===== src/rtl/loop_select_sched.sv =====
// Multi-cycle iteration scheduler for the signed compare/select kernel.
// One kernel iteration per clock, with a start/busy/done handshake and abort.
module loop_select_sched #(
  parameter  int CNT_W  = 3,
  parameter  int DATA_W = 6,
  localparam int RES_W  = 2**CNT_W
) (
  input  logic              clk,
  input  logic              rst_n,
  input  logic              start,
  input  logic              abort,
  input  logic [DATA_W-1:0] operand,
  input  logic [CNT_W-1:0]  bound,
  output logic              busy,
  output logic              done,
  output logic [CNT_W-1:0]  iter_idx,
  output logic [RES_W-1:0]  res
);

  localparam logic [1:0] S_IDLE = 2'd0;
  localparam logic [1:0] S_RUN  = 2'd1;
  localparam logic [1:0] S_DONE = 2'd2;

  logic [1:0]        state_q, state_d;
  logic [DATA_W-1:0] op_q, op_d;
  logic [CNT_W-1:0]  bound_q, bound_d;
  logic [CNT_W-1:0]  cnt_q, cnt_d;
  logic [RES_W-1:0]  res_q, res_d;

  // Kernel operands: the counter is zero-extended so the compare is signed
  // against a non-negative value, one bit wider than the operand.
  logic signed [DATA_W:0] op_ext;
  logic signed [DATA_W:0] cnt_ext;
  logic                   cmp;
  logic [CNT_W-1:0]       neg;
  logic                   kbit;
  logic [CNT_W-1:0]       cnt_inc;
  logic                   last_iter;

  always_comb begin
    op_ext    = {op_q[DATA_W-1], op_q};
    cnt_ext   = {{(DATA_W+1-CNT_W){1'b0}}, cnt_q};
    cmp       = (op_ext <= cnt_ext);
    neg       = -cnt_q;
    kbit      = cmp ? (^neg) : (~^op_q[CNT_W-1:0]);
    cnt_inc   = cnt_q + CNT_W'(1);
    last_iter = (cnt_inc == bound_q);
  end

  always_comb begin
    state_d = state_q;
    op_d    = op_q;
    bound_d = bound_q;
    cnt_d   = cnt_q;
    res_d   = res_q;

    unique case (state_q)
      S_IDLE: begin
        if (start) begin
          op_d    = operand;
          bound_d = bound;
          cnt_d   = '0;
          res_d   = '0;
          state_d = (bound == '0) ? S_DONE : S_RUN;
        end
      end
      S_RUN: begin
        // Abort wins over the iteration: nothing is written this cycle.
        if (abort) begin
          state_d = S_IDLE;
        end else begin
          res_d[cnt_q] = kbit;
          cnt_d        = cnt_inc;
          if (last_iter) state_d = S_DONE;
        end
      end
      S_DONE: begin
        state_d = S_IDLE;
      end
      default: begin
        state_d = S_IDLE;
      end
    endcase
  end

  // NOTE: sequential state uses non-blocking assignments so every flop samples
  // the pre-edge values computed above, independent of statement order.
  always_ff @(posedge clk or negedge rst_n) begin
    if (!rst_n) begin
      state_q <= S_IDLE;
      op_q    <= '0;
      bound_q <= '0;
      cnt_q   <= '0;
      res_q   <= '0;
    end else begin
      state_q <= state_d;
      op_q    <= op_d;
      bound_q <= bound_d;
      cnt_q   <= cnt_d;
      res_q   <= res_d;
    end
  end

  assign busy     = (state_q == S_RUN);
  assign done     = (state_q == S_DONE);
  assign iter_idx = cnt_q;
  assign res      = res_q;

endmodule


===== config.mk =====
export PLATFORM = sky130hd
export DESIGN_NAME = loop_select_sched
export DESIGN_NICKNAME = d
export VERILOG_FILES = /design/src/rtl/loop_select_sched.sv
export SDC_FILE = /design/constraint.sdc
export NUM_CORES = 1
export LEC_CHECK = 0
export BUFFER_PORTS_ARGS = -buffer_cell sky130_fd_sc_hd__buf_2
export CAP_MARGIN = 40
export CORE_MARGIN = 2
export CORE_UTILIZATION = 56
export DETAILED_ROUTE_END_ITERATION = 7
export PLACE_DENSITY = 0.81
export SETUP_SLACK_MARGIN = 0.5
export SLEW_MARGIN = 30
export SYNTH_ARGS = -nofsm -noshare
export SYNTH_HDL_FRONTEND = slang
export SYNTH_SLANG_ARGS = --single-unit

===== constraint.sdc =====
create_clock -name clk -period 4.9 [get_ports clk]
set_clock_uncertainty 0.05 [all_clocks]
set_input_delay 0 -clock clk [delete_from_list [all_inputs] [get_ports clk]]
set_output_delay 0 -clock clk [all_outputs]
set_load 0.01 [all_outputs]

# After elaboration in Yosys (flattened, before gate mapping)
# Index checks and enable logic that the tools add are counted.
[op_classes]
addsub = 2
n_lt_le_gt_ge = 3
eq_ne = 6
mux = 15
n_reduce_logical = 9
[op_table]
columns = ["operator", "count"]
rows = [
  ["2-to-1 mux 8 bit", 2],
  ["one-hot mux 8 bit (2 select lines)", 1],
  ["bitwise mux 8 bit", 1],
  ["2-to-1 mux 2 bit", 4],
  ["<= comparator 6 x 4 -> 1 bit", 1],
  ["2-to-1 mux 3 bit", 2],
  ["one-hot mux 3 bit (2 select lines)", 1],
  ["< comparator 3 x 4 -> 1 bit (second input constant)", 1],
  ["!= test 2 bit (second input constant)", 2],
  ["one-hot mux 2 bit (2 select lines)", 1],
  ["AND reduction 2 bit", 2],
  ["adder 3 x 1 -> 3 bit (second input constant)", 1],
  ["demux 1 bit (select 3 bit)", 1],
  ["equality test 3 bit", 1],
  [">= comparator 3 x 1 -> 1 bit (second input constant)", 1],
  ["logical NOT 3 bit", 1],
  ["!= test 3 x 2 -> 1 bit (second input constant)", 1],
  ["negation 3 bit", 1],
  ["AND reduction 3 bit", 1],
  ["XNOR reduction 3 bit", 1],
  ["XOR reduction 3 bit", 1],
  ["equality test 2 x 1 -> 1 bit (second input constant)", 1],
  ["equality test 2 bit (second input constant)", 1],
  ["logical NOT 2 bit", 1],
  ["other kinds (3)", 4],
]
[totals]
reg_bits = 22
out_inout_bits = 13
word_cells = 40

# Logic depth before layout (Yosys ltp)
# Gate-level depths: netlist (run 1).
[depth]
word_depth = 7
ltp_mapped = 7

# Least setup slack after synthesis (run 1)
# No wires, ideal clock.
[synth_timing]
path_kind = "reg-to-reg"
startpoint = "register cnt_q[0], in the netlist iter_idx[0]"
endpoint = "register res_q[5], in the netlist res[5]"
setup_ns = 0.088
t_arrival_ns = 1.825
slack_ns = 2.937
stages_incl_launch_ff = 8
n_path_buf = 0
period_less_slack_ns = 1.963
cell_sequence = "dfrtp_1 inv_2 ha_1 xnor2_1 xnor2_1 nor2b_1 a31oi_4 a41oi_1"
[synth_via]
elab_chain_cells = 7
word_cells_on_any_way = 12
classes_between = "add/sub (1); order compare (3); mux (6); reduce/logical (2)"
[synth_lines]
columns = ["item", "line", "source"]
rows = [
  ["from (decl)", "27", "logic [CNT_W-1:0] cnt_q, cnt_d;"],
  ["from (signal assigned)", "99", "cnt_q <= cnt_d;"],
  ["< comparator 3 x 4 -> 1 bit (implied by the code) / >= comparator 3 x 1 -> 1 bit (equally long branches)", "72", "res_d[cnt_q] = kbit;"],
  ["logical AND 1 bit (implied by the code)", "72", ""],
  ["2-to-1 mux 1 bit (implied by the code)", "72", ""],
  ["demux 1 bit (select 3 bit)", "72", ""],
  ["bitwise mux 8 bit *", "72", ""],
  ["2-to-1 mux 8 bit *", "69", "if (abort) begin"],
  ["one-hot mux 8 bit (2 select lines) *", "57", "unique case (state_q)"],
  ["to (signal assigned)", "100", "res_q <= res_d;"],
  ["to (decl)", "28", "logic [RES_W-1:0] res_q, res_d;"],
]
# Every way passes the cells marked *; elsewhere a longest branch is shown, timed or not. The select of a mux whose other input is x is not followed.
# A chain may end at the register's enable or synchronous reset.

# Worst setup path after layout (run 1)
[layout_timing]
startpoint = "register cnt_q[0], in the netlist iter_idx[0]"
endpoint = "register res_q[7], in the netlist res[7]"
# The elaborated chain is that of the path after synthesis.

==> qor.yml, run 1 <==
clock_tree:
  htreeDepth: 1
  clk_pin_slew_ns: 0.12
  clk_latency_ns: 0.30
  cts_sinks: 22
  cts_tree: "yes"
  numCtsBuffers: 3
  root_buffer: "clkbuf_4"
  clock_path_buffers: 2
  cts_resized: 0
routing:
  top_layer_used: "met4"
  drtIter0Drc: 18
  wl_met1_um: 1110
  wl_met3_um: 100
  drt_wl_total_um: 2520
  dr_total_vias: 974
  met2_length_um: 1270
  antenna_left: 0
  drc: 0
  firstDrtPassIters: 4
  wl_per_cell_um: 14.8
  post_drt_via_cell_ratio: 5.73
timing:
  setup_viol: 0
  worst_pin_slew_ns: 0.721
  fin_crit_ns: 2.38
  whs_ns: 0.0422
  fin_crit_sh: 0.487
  final_hold_viol_count: 0
  rsz0062_at_grt: "false"
  max_slew_margin: 0.519
  drv_slew: 0
  worst_slack_ns: 2.52
  timing.fmax_ghz: 0.419
  fin_tns_setup_ns: 0
synth:
  synth_area_per_cell_sq_um: 11.6
  synthArstFlopShare: 1.00
  ys_types: 39
  synth-seq-cells: 22
  ys_seq_area_frac: 0.439
  synth_cells: 108
  yosysWarnings: 0
  synthesis.area_sq_um: 1250
  syn_nets: 126
  synth_ff_type: "dfrtp_1"
  synth_edf_count: 0
final_layout:
  fin_nets: 161
  final_cell_mix: "buf_2 (25), dfrtp_1 (22), dlygate4sd3_1 (11), mux2_2 (9), xnor2_1 (7)"
  area_delta_synth_final_pct: 21.0
  fin_cells: 170
  fin_area_sq_um: 1520
  fill_cells: 172
  final_util: 0.700
  n_antenna_cell: 0
  final_common_cell: "buf_2"
  drive_gt1_frac: 0.324
worst_setup_path:
  cp_cell_sequence: "inv_2, ha_1, xnor2_1, xnor2_1, nor2b_1, a31oi_4, a41oi_1"
  cp_slowest_cell: "dfrtp_1"
  r2r_end: "res[7]$_DFFE_PN0P_"
  crit_path_end_kind: "flop"
  rrSetupSlack_ns: 2.52
  rr_worst_depth: 7
  cp-startpoint: "iter_idx[0]$_DFFE_PN0P_"
  crit_path_start_kind: "flop"
  criticalPathCategory: "reg -> reg"
  worstReg2RegStart: "iter_idx[0]$_DFFE_PN0P_"
  max_stage_delay_ns: 0.70
  cp_data_arrival_time_ns: 2.55
  cp_max_fo: 16
  crit_path_end: "res[7]$_DFFE_PN0P_"
  cpMostUsedCell: "xnor2_1"
  worstPathRequired_ns: 5.07
  crit_cells: 7
  crit_buf_inv: 1
  cp_top_family: "flip-flops"
min_path:
  hold_depth: 4
  min_from: "start"
  hold_class: "in -> reg"
global_route:
  grt_antenna_before_repair: 0
  grt_pass1_wl_um: 4130
  grt_pass1_vias: 928
  track_usage: 0.215
  grt_overflow: 0
  grt_max_degree: 23
placement:
  dpl.hpwl_um: 1820
  io_buffers: 25
  place_area_sq_um: 1370
  place_ws_ns: 2.57
  gp_congestion: 0.816
  dp_cells: 155
floorplan:
  dieWidth_um: 51.3
  io_pins: 26
  rows: 17
  die_y_um: 51.3
  start_util: 0.578
  core_area_sq_um: 2170
  dieArea_sq_um: 2640
run:
  maxCapViolCount: 0
power_and_ir_drop:
  p_total_mw: 0.857
  power_density_nw_per_um2: 564
  ir_drop_uv: 306
  power_leakage_nw: 0.693
run_status:
  outcome: "complete, no violations"
area by class of cell:
type,count,area [sq um],share of cell area
timing repair buffer,36,235,0.155
tap,28,35.0,0.0231
clock buffer,4,36.3,0.0239
sequential,22,551,0.362
inverter,5,18.8,0.0124
multi-input combinational,75,643,0.423
kinds of logic (layout without fill, tap and decap cells):
group / count (synthesis) / after routing / share of synthesized area
AOI/OAI and AO/OA: 31 / 31 / 0.217
DFF: 22 / 22 / 0.439
and+or+nand+nor: 20 / 20 / 0.0887
muxes: 11 / 11 / 0.101
buffers and inverters: 11 / 45 / 0.0488
xor gates and xnor gates: 8 / 8 / 0.0558
adders and majority gates: 5 / 5 / 0.0499
registers in the layout, summed over array words and instances, names as in the netlist:
signal    count
op_q          6
bound_q       3
iter_idx      3
res           8
state_q       2
worst min-delay path, stage by stage:
cell and delay (ns):
buf_2 0.12, nand2b_4 0.07, nand2b_1 0.09, a211oi_1 0.08
routing by layer:
metal,GRT usage,up-vias
met5,0,-
met4,0.105,0
met3,0.0439,4
met2,0.353,25
met1,0.271,470
li1,-,475
power by group:
group / switching [mW] / leakage, nW / total [mW] / internal, mW
Combinational: 0.223 / 0.390 / 0.442 / 0.218
Clock: 0.0527 / 0.0210 / 0.0980 / 0.0453
Sequential: 0.0728 / 0.282 / 0.318 / 0.245
Total: 0.349 / 0.693 / 0.857 / 0.509
how the worst min path moves through the flow:
| stage | to | slack [ns] |
|---|---|---|
| floorplan | bound_q[0]$_DFFE_PN0P_ | -0.35 |
| global placement | res[3]$_DFFE_PN0P_ | -0.07 |
| detailed placement | res[3]$_DFFE_PN0P_ | -0.06 |
| CTS | state_q[1]$_DFFE_PN0P_ | 0.03 |
| global route | state_q[1]$_DFFE_PN0P_ | 0.05 |
| finish | state_q[1]$_DFFE_PN0P_ | 0.04 |
synth_stat cells (all sizes together), types with 4 or more instances:
master / n / area (sq um)
inv: 5 / 18.8
nand2: 4 / 15.0
nor2b: 4 / 25.0
mux2: 10 / 116
ha: 5 / 62.6
a41oi: 4 / 35.0
dfrtp: 22 / 551
xnor2: 7 / 61.3
what timing repair did:
action,in CTS,in global routing
hold endpoints to repair,33,0
hold buffers,11,0
setup buffers,0,0
Note: power is estimated with default switching activity, not from simulation.
==> run 2: changes to the inputs <==
Settings changed: ABC_AREA set to 1, CORE_UTILIZATION 56 to 49, PLACE_DENSITY 0.81 to 0.75.
Clock period 4.9 ns to 2 ns, I/O delays scaled along.
==> run 2 against run 1 <==
Effect of this change: worst hold slack improved by 0.067 ns; sequential power grew 130%; first-iteration DRC count is 5.6% lower; combinational power rose to 3.9 times the previous value; final cell count is 58% higher; flip-flop and latch count stayed put; via count is 34% higher; area after synthesis up 12%; final area grew 25%; largest power group unchanged; non-clock buffer count increased by 13; count of clock-buffer cells in the layout unchanged; global-route usage is 0.38 points higher.
==> qor.yml, run 2 <==
run_status:
  outcome: "complete, no violations"  # unchanged
routing:
  drtIter0Drc: 17  # was 18
  dr_total_vias: 1307  # was 974
  firstDrtPassIters: 4  # unchanged
  post_drt_via_cell_ratio: 4.88  # was 5.73
  wl_per_cell_um: 12.1  # was 14.8 um
  antenna_left: 0  # unchanged
  drc: 0  # unchanged
  drt_wl_total_um: 3240  # was 2520 um
global_route:
  track_usage: 0.219  # was 0.215
  grt_antenna_before_repair: 0  # unchanged
  grt_pass1_vias: 1313  # was 928
  grt_max_degree: 23  # unchanged
  grt_overflow: 0  # unchanged
  grt_pass1_wl_um: 5650  # was 4130 um
timing:
  drv_slew: 0  # unchanged
  timing.fmax_ghz: 0.626  # was 0.419 GHz
  fin_crit_sh: 0.799  # was 0.487
  whs_ns: 0.110  # was 0.0422 ns
  fin_tns_setup_ns: 0  # unchanged
  worst_slack_ns: 0.402  # was 2.52 ns
  max_slew_margin: 0.671  # was 0.519
  rsz0062_at_grt: "true"  # was false
  worst_pin_slew_ns: 0.493  # was 0.721 ns
  setup_viol: 0  # unchanged
  final_hold_viol_count: 0  # unchanged
  fin_crit_ns: 1.60  # was 2.38 ns
floorplan:
  io_pins: 26  # unchanged
  rows: 19  # was 17
  dieArea_sq_um: 3300  # was 2640 sq um
  core_area_sq_um: 2730  # was 2170 sq um
  die_y_um: 57.5  # was 51.3 um
  dieWidth_um: 57.5  # was 51.3 um
  start_util: 0.513  # was 0.578
power_and_ir_drop:
  ir_drop_uv: 869  # was 306 uV
  p_total_mw: 2.72  # was 0.857 mW
  power_leakage_nw: 1.02  # was 0.693 nW
  power_density_nw_per_um2: 1440  # was 564 nW/um^2
synth:
  synth_ff_type: "dfrtp_1"  # unchanged
  ys_types: 27  # was 39
  syn_nets: 206  # was 126
  synth_fa_ha_area_frac: 0.0446  # was 0.0499
  synth-seq-cells: 22  # unchanged
  ys_top_cells_by_area: "dfrtp_1 (39%), nand2_1 (13%), inv_1 (7.5%)"  # was dfrtp_1 (44%), mux2_2 (8.1%), ha_1 (5.0%)
  synth_cells: 188  # was 108
  synthMuxAreaShare: 0  # was 0.101
  synth_compound_area_frac: 0.0616  # was 0.217
  synthSimpleGateAreaFrac: 0.360  # was 0.0887
  synth_xor_area_frac: 0.0313  # was 0.0558
  synth_edf_count: 0  # unchanged
  synth_area_per_cell_sq_um: 7.45  # was 11.6 sq um
  synthesis.area_sq_um: 1400  # was 1250 sq um
  yosysTopAreaCell: "dfrtp_1"  # unchanged
  synth_most_common_cell: "nand2_1"  # was dfrtp_1
  synth_commonest_cells: "nand2_1 (50), inv_1 (28), dfrtp_1 (22), nor2_1 (20), nand3_1 (15)"  # was dfrtp_1 (22), mux2_2 (9), xnor2_1 (7), ha_1 (5)
  ys_seq_area_frac: 0.393  # was 0.439
  synth_top_cell_area_share: 0.393  # was 0.439
  synthArstFlopShare: 1.00  # unchanged
  yosysWarnings: 0  # unchanged
  synth_top_family_by_area: "simple AND/OR/NAND/NOR gates"  # was compound AO/OA/AOI/OAI gates
clock_tree:
  cts_tree: "yes"  # unchanged
  cts_sinks: 22  # unchanged
  clk_pin_slew_ns: 0.13  # was 0.12 ns
  clk_latency_ns: 0.31  # was 0.30 ns
  numCtsBuffers: 3  # unchanged
  clock_path_buffers: 2  # unchanged
  htreeDepth: 1  # unchanged
  root_buffer: "clkbuf_4"  # unchanged
run:
  maxCapViolCount: 0  # unchanged
final_layout:
  seq_area_sq_um: 556  # was 551 sq um
  final_cell_mix: "nand2_1 (45), buf_2 (25), inv_1 (23), nor2_1 (20), dfrtp_1 (18)"  # was buf_2 (25), dfrtp_1 (22), dlygate4sd3_1 (11), mux2_2 (9), xnor2_1 (7)
  n_antenna_cell: 0  # unchanged
  fill_cells: 220  # was 172
  multi_input_area_sq_um: 783  # was 643 sq um
  largest_reg_flops: 8  # unchanged
  fin_area_sq_um: 1900  # was 1520 sq um
  final_common_cell: "nand2_1"  # was buf_2
  drive_gt1_frac: 0.350  # was 0.324
  fin_cells: 268  # was 170
  final_util: 0.694  # was 0.700
  area_delta_synth_final_pct: 35.4  # was 21.0%
  fin_nets: 256  # was 161
worst_setup_path:
  cp_data_arrival_time_ns: 1.81  # was 2.55 ns
  crit_path_start_kind: "flop"  # unchanged
  cp_max_fo: 8  # was 16
  rr_worst_depth: 10  # was 7
  worstReg2RegStart: "iter_idx[1]$_DFFE_PN0P_"  # was iter_idx[0]$_DFFE_PN0P_
  r2r_end: "res[7]$_DFFE_PN0P_"  # unchanged
  crit_path_end_kind: "flop"  # unchanged
  rrSetupSlack_ns: 0.40  # was 2.52 ns
  worstPathRequired_ns: 2.21  # was 5.07 ns
  criticalPathCategory: "reg -> reg"  # unchanged
placement:
  place_area_sq_um: 1600  # was 1370 sq um
  io_buffers: 25  # unchanged
  dp_cells: 241  # was 155
  place_ws_ns: 0.310  # was 2.57 ns
  gp_congestion: 0.808  # was 0.816
  dpl.hpwl_um: 2140  # was 1820 um
min_path:
  hold_class: "in -> async"  # was in -> reg
[run 2: layout make-up]
type	count	area share
clock buffers	4	0.0191
inverters	32	0.0712
repair buffers	49	0.183
flip-flops and latches	22	0.293
multi-input cells	130	0.413
well taps	31	0.0204
[run 2: worst max-delay path by stage]
stage / depth (start not counted) / from / to
floorplan: 10 / iter_idx[2]$_DFFE_PN0P_ / res[0]$_DFFE_PN0P_
global placement: 11 / iter_idx[2]$_DFFE_PN0P_ / res[6]$_DFFE_PN0P_
detailed placement: 11 / iter_idx[2]$_DFFE_PN0P_ / res[7]$_DFFE_PN0P_
CTS: 12 / iter_idx[1]$_DFFE_PN0P_ / res[6]$_DFFE_PN0P_
global route: 10 / iter_idx[1]$_DFFE_PN0P_ / res[7]$_DFFE_PN0P_
finish: 10 / iter_idx[1]$_DFFE_PN0P_ / res[7]$_DFFE_PN0P_
[run 2: logic make-up (layout without fill, tap and decap cells)]
kind of cell    Yosys count  in the layout
simple gates            105            105
buf+inv                  36             85
flops                    22             22
compound gates           15             15
fa+ha+maj                 5              5
xor+xnor                  5              5
[run 2: critical path: stages, from the launching register on]
cell and delay (ns):
dfrtp_2 0.45, inv_4 0.10, buf_12 0.10, ha_4 0.21, xnor2_1 0.20, o21ai_1 0.11
nand2_2 0.08, nand2_4 0.08, nand3_1 0.07, nand2_1 0.05, inv_1 0.05
[run 2: layer usage]
| metal | vias up | GRT usage | wire [um] | share of wire |
|---|---|---|---|---|
| li1 | 675 | - | - | - |
| met1 | 599 | 0.260 | 1390 | 0.43 |
| met2 | 26 | 0.399 | 1680 | 0.52 |
| met3 | 7 | 0.0590 | 134 | 0.041 |
| met4 | 0 | 0.0365 | 31 | 0.0096 |
| met5 | - | 0 | 0 | 0 |
[run 2: repair_timing]
action,4_1_cts,5_1_grt
resized for setup,6,6
endpoints found under the hold margin,33,0
setup endpoints to repair,10,11
hold buffers,12,0
pin swaps,1,8
buffers inserted,7,4
[run 2: report_power, final]
| group | total, mW | leakage, nW | switching (mW) | internal (mW) |
|---|---|---|---|---|
| combinational | 1.72 | 0.717 | 0.997 | 0.726 |
| sequential | 0.744 | 0.281 | 0.138 | 0.606 |
| clock | 0.255 | 0.0210 | 0.144 | 0.111 |
| total | 2.72 | 1.02 | 1.28 | 1.44 |
==> run 3: changes to the inputs <==
Settings changed: CORE_UTILIZATION 49 to 54, PLACE_DENSITY 0.75 to 0.78.
Clock period 2 ns to 1.6 ns, I/O delays scaled along.
==> run 3 against run 2 <==
Effect of this change: utilization grew 17 points; sequential share of layout area shrank 3.4 points; setup slack lost 0.47 ns; sequential power grew 28%; via count grew 16%; count of clock-buffer cells in the layout is the same; total power grew 56%; the run now ends with setup timing left.
==> qor.yml, run 3 (synthesis results as in run 2) <==
worst_setup_path:
  cp_max_fo: 8  # unchanged
  cp_cell_sequence: "inv_4, ha_4, inv_2, nor2_4, nand3_2, nand2_2, inv_2, nand3_4, nand3_2, nand2_1, inv_1"  # was inv_4, buf_12, ha_4, xnor2_1, o21ai_1, nand2_2, nand2_4, nand3_1, nand2_1, inv_1
  cp_data_arrival_time_ns: 1.85  # was 1.81 ns
  max_stage_delay_ns: 0.44  # was 0.45 ns
  worstReg2RegStart: "iter_idx[2]$_DFFE_PN0P_"  # was iter_idx[1]$_DFFE_PN0P_
  worstPathRequired_ns: 1.78  # was 2.21 ns
  cp_slowest_cell: "dfrtp_1"  # was dfrtp_2
  crit_buf_inv: 4  # was 3
  criticalPathCategory: "reg -> reg"  # unchanged
  r2r_end: "res[1]$_DFFE_PN0P_"  # was res[7]$_DFFE_PN0P_
  rr_worst_depth: 11  # was 10
  cp_top_family: "simple AND/OR/NAND/NOR gates"  # was flip-flops
  rrSetupSlack_ns: -0.07  # was 0.40 ns
  crit_path_start_kind: "flop"  # unchanged
  crit_path_end_kind: "flop"  # unchanged
floorplan:
  die_y_um: 54.9  # was 57.5 um
  dieArea_sq_um: 3020  # was 3300 sq um
  core_area_sq_um: 2480  # was 2730 sq um
  io_pins: 26  # unchanged
  dieWidth_um: 54.9  # was 57.5 um
  rows: 18  # was 19
  start_util: 0.566  # was 0.513
clock_tree:
  htreeDepth: 1  # unchanged
  cts_sinks: 22  # unchanged
  root_buffer: "clkbuf_4"  # unchanged
  clk_pin_slew_ns: 0.14  # was 0.13 ns
  numCtsBuffers: 3  # unchanged
  clock_path_buffers: 2  # unchanged
  cts_tree: "yes"  # unchanged
  clk_latency_ns: 0.32  # was 0.31 ns
power_and_ir_drop:
  ir_drop_uv: 1620  # was 869 uV
  power_density_nw_per_um2: 1980  # was 1440 nW/um^2
  power_leakage_nw: 1.12  # was 1.02 nW
  p_total_mw: 4.24  # was 2.72 mW
global_route:
  grt_pass1_wl_um: 6370  # was 5650 um
  grt_pass1_vias: 1418  # was 1,313
  grt_antenna_before_repair: 0  # unchanged
  grt_max_degree: 23  # unchanged
  grt_overflow: 0  # unchanged
  track_usage: 0.303  # was 0.219
final_layout:
  fin_nets: 265  # was 256
  fin_area_sq_um: 2150  # was 1900 sq um
  final_cell_mix: "nand2_1 (36), buf_2 (22), inv_1 (19), nor2_1 (18), dfrtp_1 (18)"  # was nand2_1 (45), buf_2 (25), inv_1 (23), nor2_1 (20), dfrtp_1 (18)
  final_common_cell: "nand2_1"  # unchanged
  drive_gt1_frac: 0.500  # was 0.350
  n_antenna_cell: 0  # unchanged
  largest_reg_flops: 8  # unchanged
  area_delta_synth_final_pct: 53.1  # was 35.4%
  fin_cells: 276  # was 268
run_status:
  violations: "setup timing"
  outcome: "finished, violations left"  # was complete, no violations
min_path:
  hold_class: "in -> reg"  # was in -> async
  min_from: "start"
  hold_depth: 5
  holdPathEnd: "state_q[1]$_DFFE_PN0P_"
placement:
  dpl.hpwl_um: 2260  # was 2140 um
  place_area_sq_um: 1630  # was 1600 sq um
  dp_cells: 245  # was 241
  io_buffers: 25  # unchanged
  gp_congestion: 0.806  # was 0.808
timing:
  rsz0062_at_grt: "true"  # unchanged
  drv_slew: 0  # unchanged
  max_slew_margin: 0.647  # was 0.671
  setup_viol: 10  # was 0
  fin_tns_setup_ns: -0.406  # was 0 ns
  worst_slack_ns: -0.0668  # was 0.402 ns
  fin_crit_ns: 1.67  # was 1.60 ns
  worst_pin_slew_ns: 0.530  # was 0.493 ns
  final_hold_viol_count: 0  # unchanged
  fin_crit_sh: 1.04  # was 0.799
  timing.fmax_ghz: 0.600  # was 0.626 GHz
routing:
  drc: 0  # unchanged
  drtIter0Drc: 45  # was 17
  antenna_left: 0  # unchanged
  dr_total_vias: 1521  # was 1,307
  drt_wl_total_um: 4870  # was 3240 um
  firstDrtPassIters: 4  # unchanged
  post_drt_via_cell_ratio: 5.51  # was 4.88
  wl_per_cell_um: 17.6  # was 12.1 um
run:
  maxCapViolCount: 0  # unchanged
## run 3: changes by cell type in the layout (fill, tap and decap cells not counted), moves of 5 or more
cell	change
buf_6	+9
nand3_1	-9
nand2_4	+5
nand3_2	+9
o21ai_0	-5
nand2_1	-9
## run 3: power by group
group	switching, mW	total [mW]	internal (mW)
sequential	0.196	0.956	0.760
combinational	1.70	2.95	1.25
clock	0.200	0.339	0.139
total	2.10	4.24	2.15
## run 3: tightest hold or removal path: stages
cell     delay, ns
buf_2         0.07
inv_1         0.07
nand2_1       0.08
nand2_1       0.05
nor2_1        0.09
## run 3: routing by layer
layer	part of all wire	vias up	track usage
li1	-	694	-
met1	0.41	739	0.346
met2	0.51	66	0.546
met3	0.039	22	0.0323
met4	0.042	0	0.171
met5	0	-	0
## run 3: worst max-delay path by stage
stage | from | to | cells after the start
floorplan | iter_idx[2]$_DFFE_PN0P_ | res[6]$_DFFE_PN0P_ | 10
detailed placement | iter_idx[0]$_DFFE_PN0P_ | res[7]$_DFFE_PN0P_ | 11
global placement | iter_idx[0]$_DFFE_PN0P_ | res[7]$_DFFE_PN0P_ | 11
CTS | iter_idx[1]$_DFFE_PN0P_ | res[7]$_DFFE_PN0P_ | 12
finish | iter_idx[2]$_DFFE_PN0P_ | res[1]$_DFFE_PN0P_ | 11
global route | iter_idx[1]$_DFFE_PN0P_ | res[1]$_DFFE_PN0P_ | 10
## run 3: area by class of cell
cell class                      instances  area, sq um
Multi-Input combinational cell        130          912
Sequential cell                        22          556
Timing Repair Buffer                   58          469
Fill cell                             127          332
Inverter                               32          135
Tap cell                               30         37.5
Clock buffer                            4         36.3
## run 3: per-stage QoR
stage	worst slack, ns	util	hold WS, ns
CTS	0.0480	0.791	0.00541
global route	-0.126	0.866	0.0629
floorplan	0.0704	-	-0.346
finish	-0.0668	0.866	0.0224
global placement	0.0432	0.660	-0.0610
detailed placement	-0.0174	0.660	-0.0502
## run 3: what timing repair did
item	4_1_cts	5_1_grt
endpoints found under the setup margin	25	27
gates cloned	1	0
hold buffers	11	0
buffers inserted	9	6
gates resized for setup	21	46
pin swaps	12	26
hold endpoints to repair	33	0
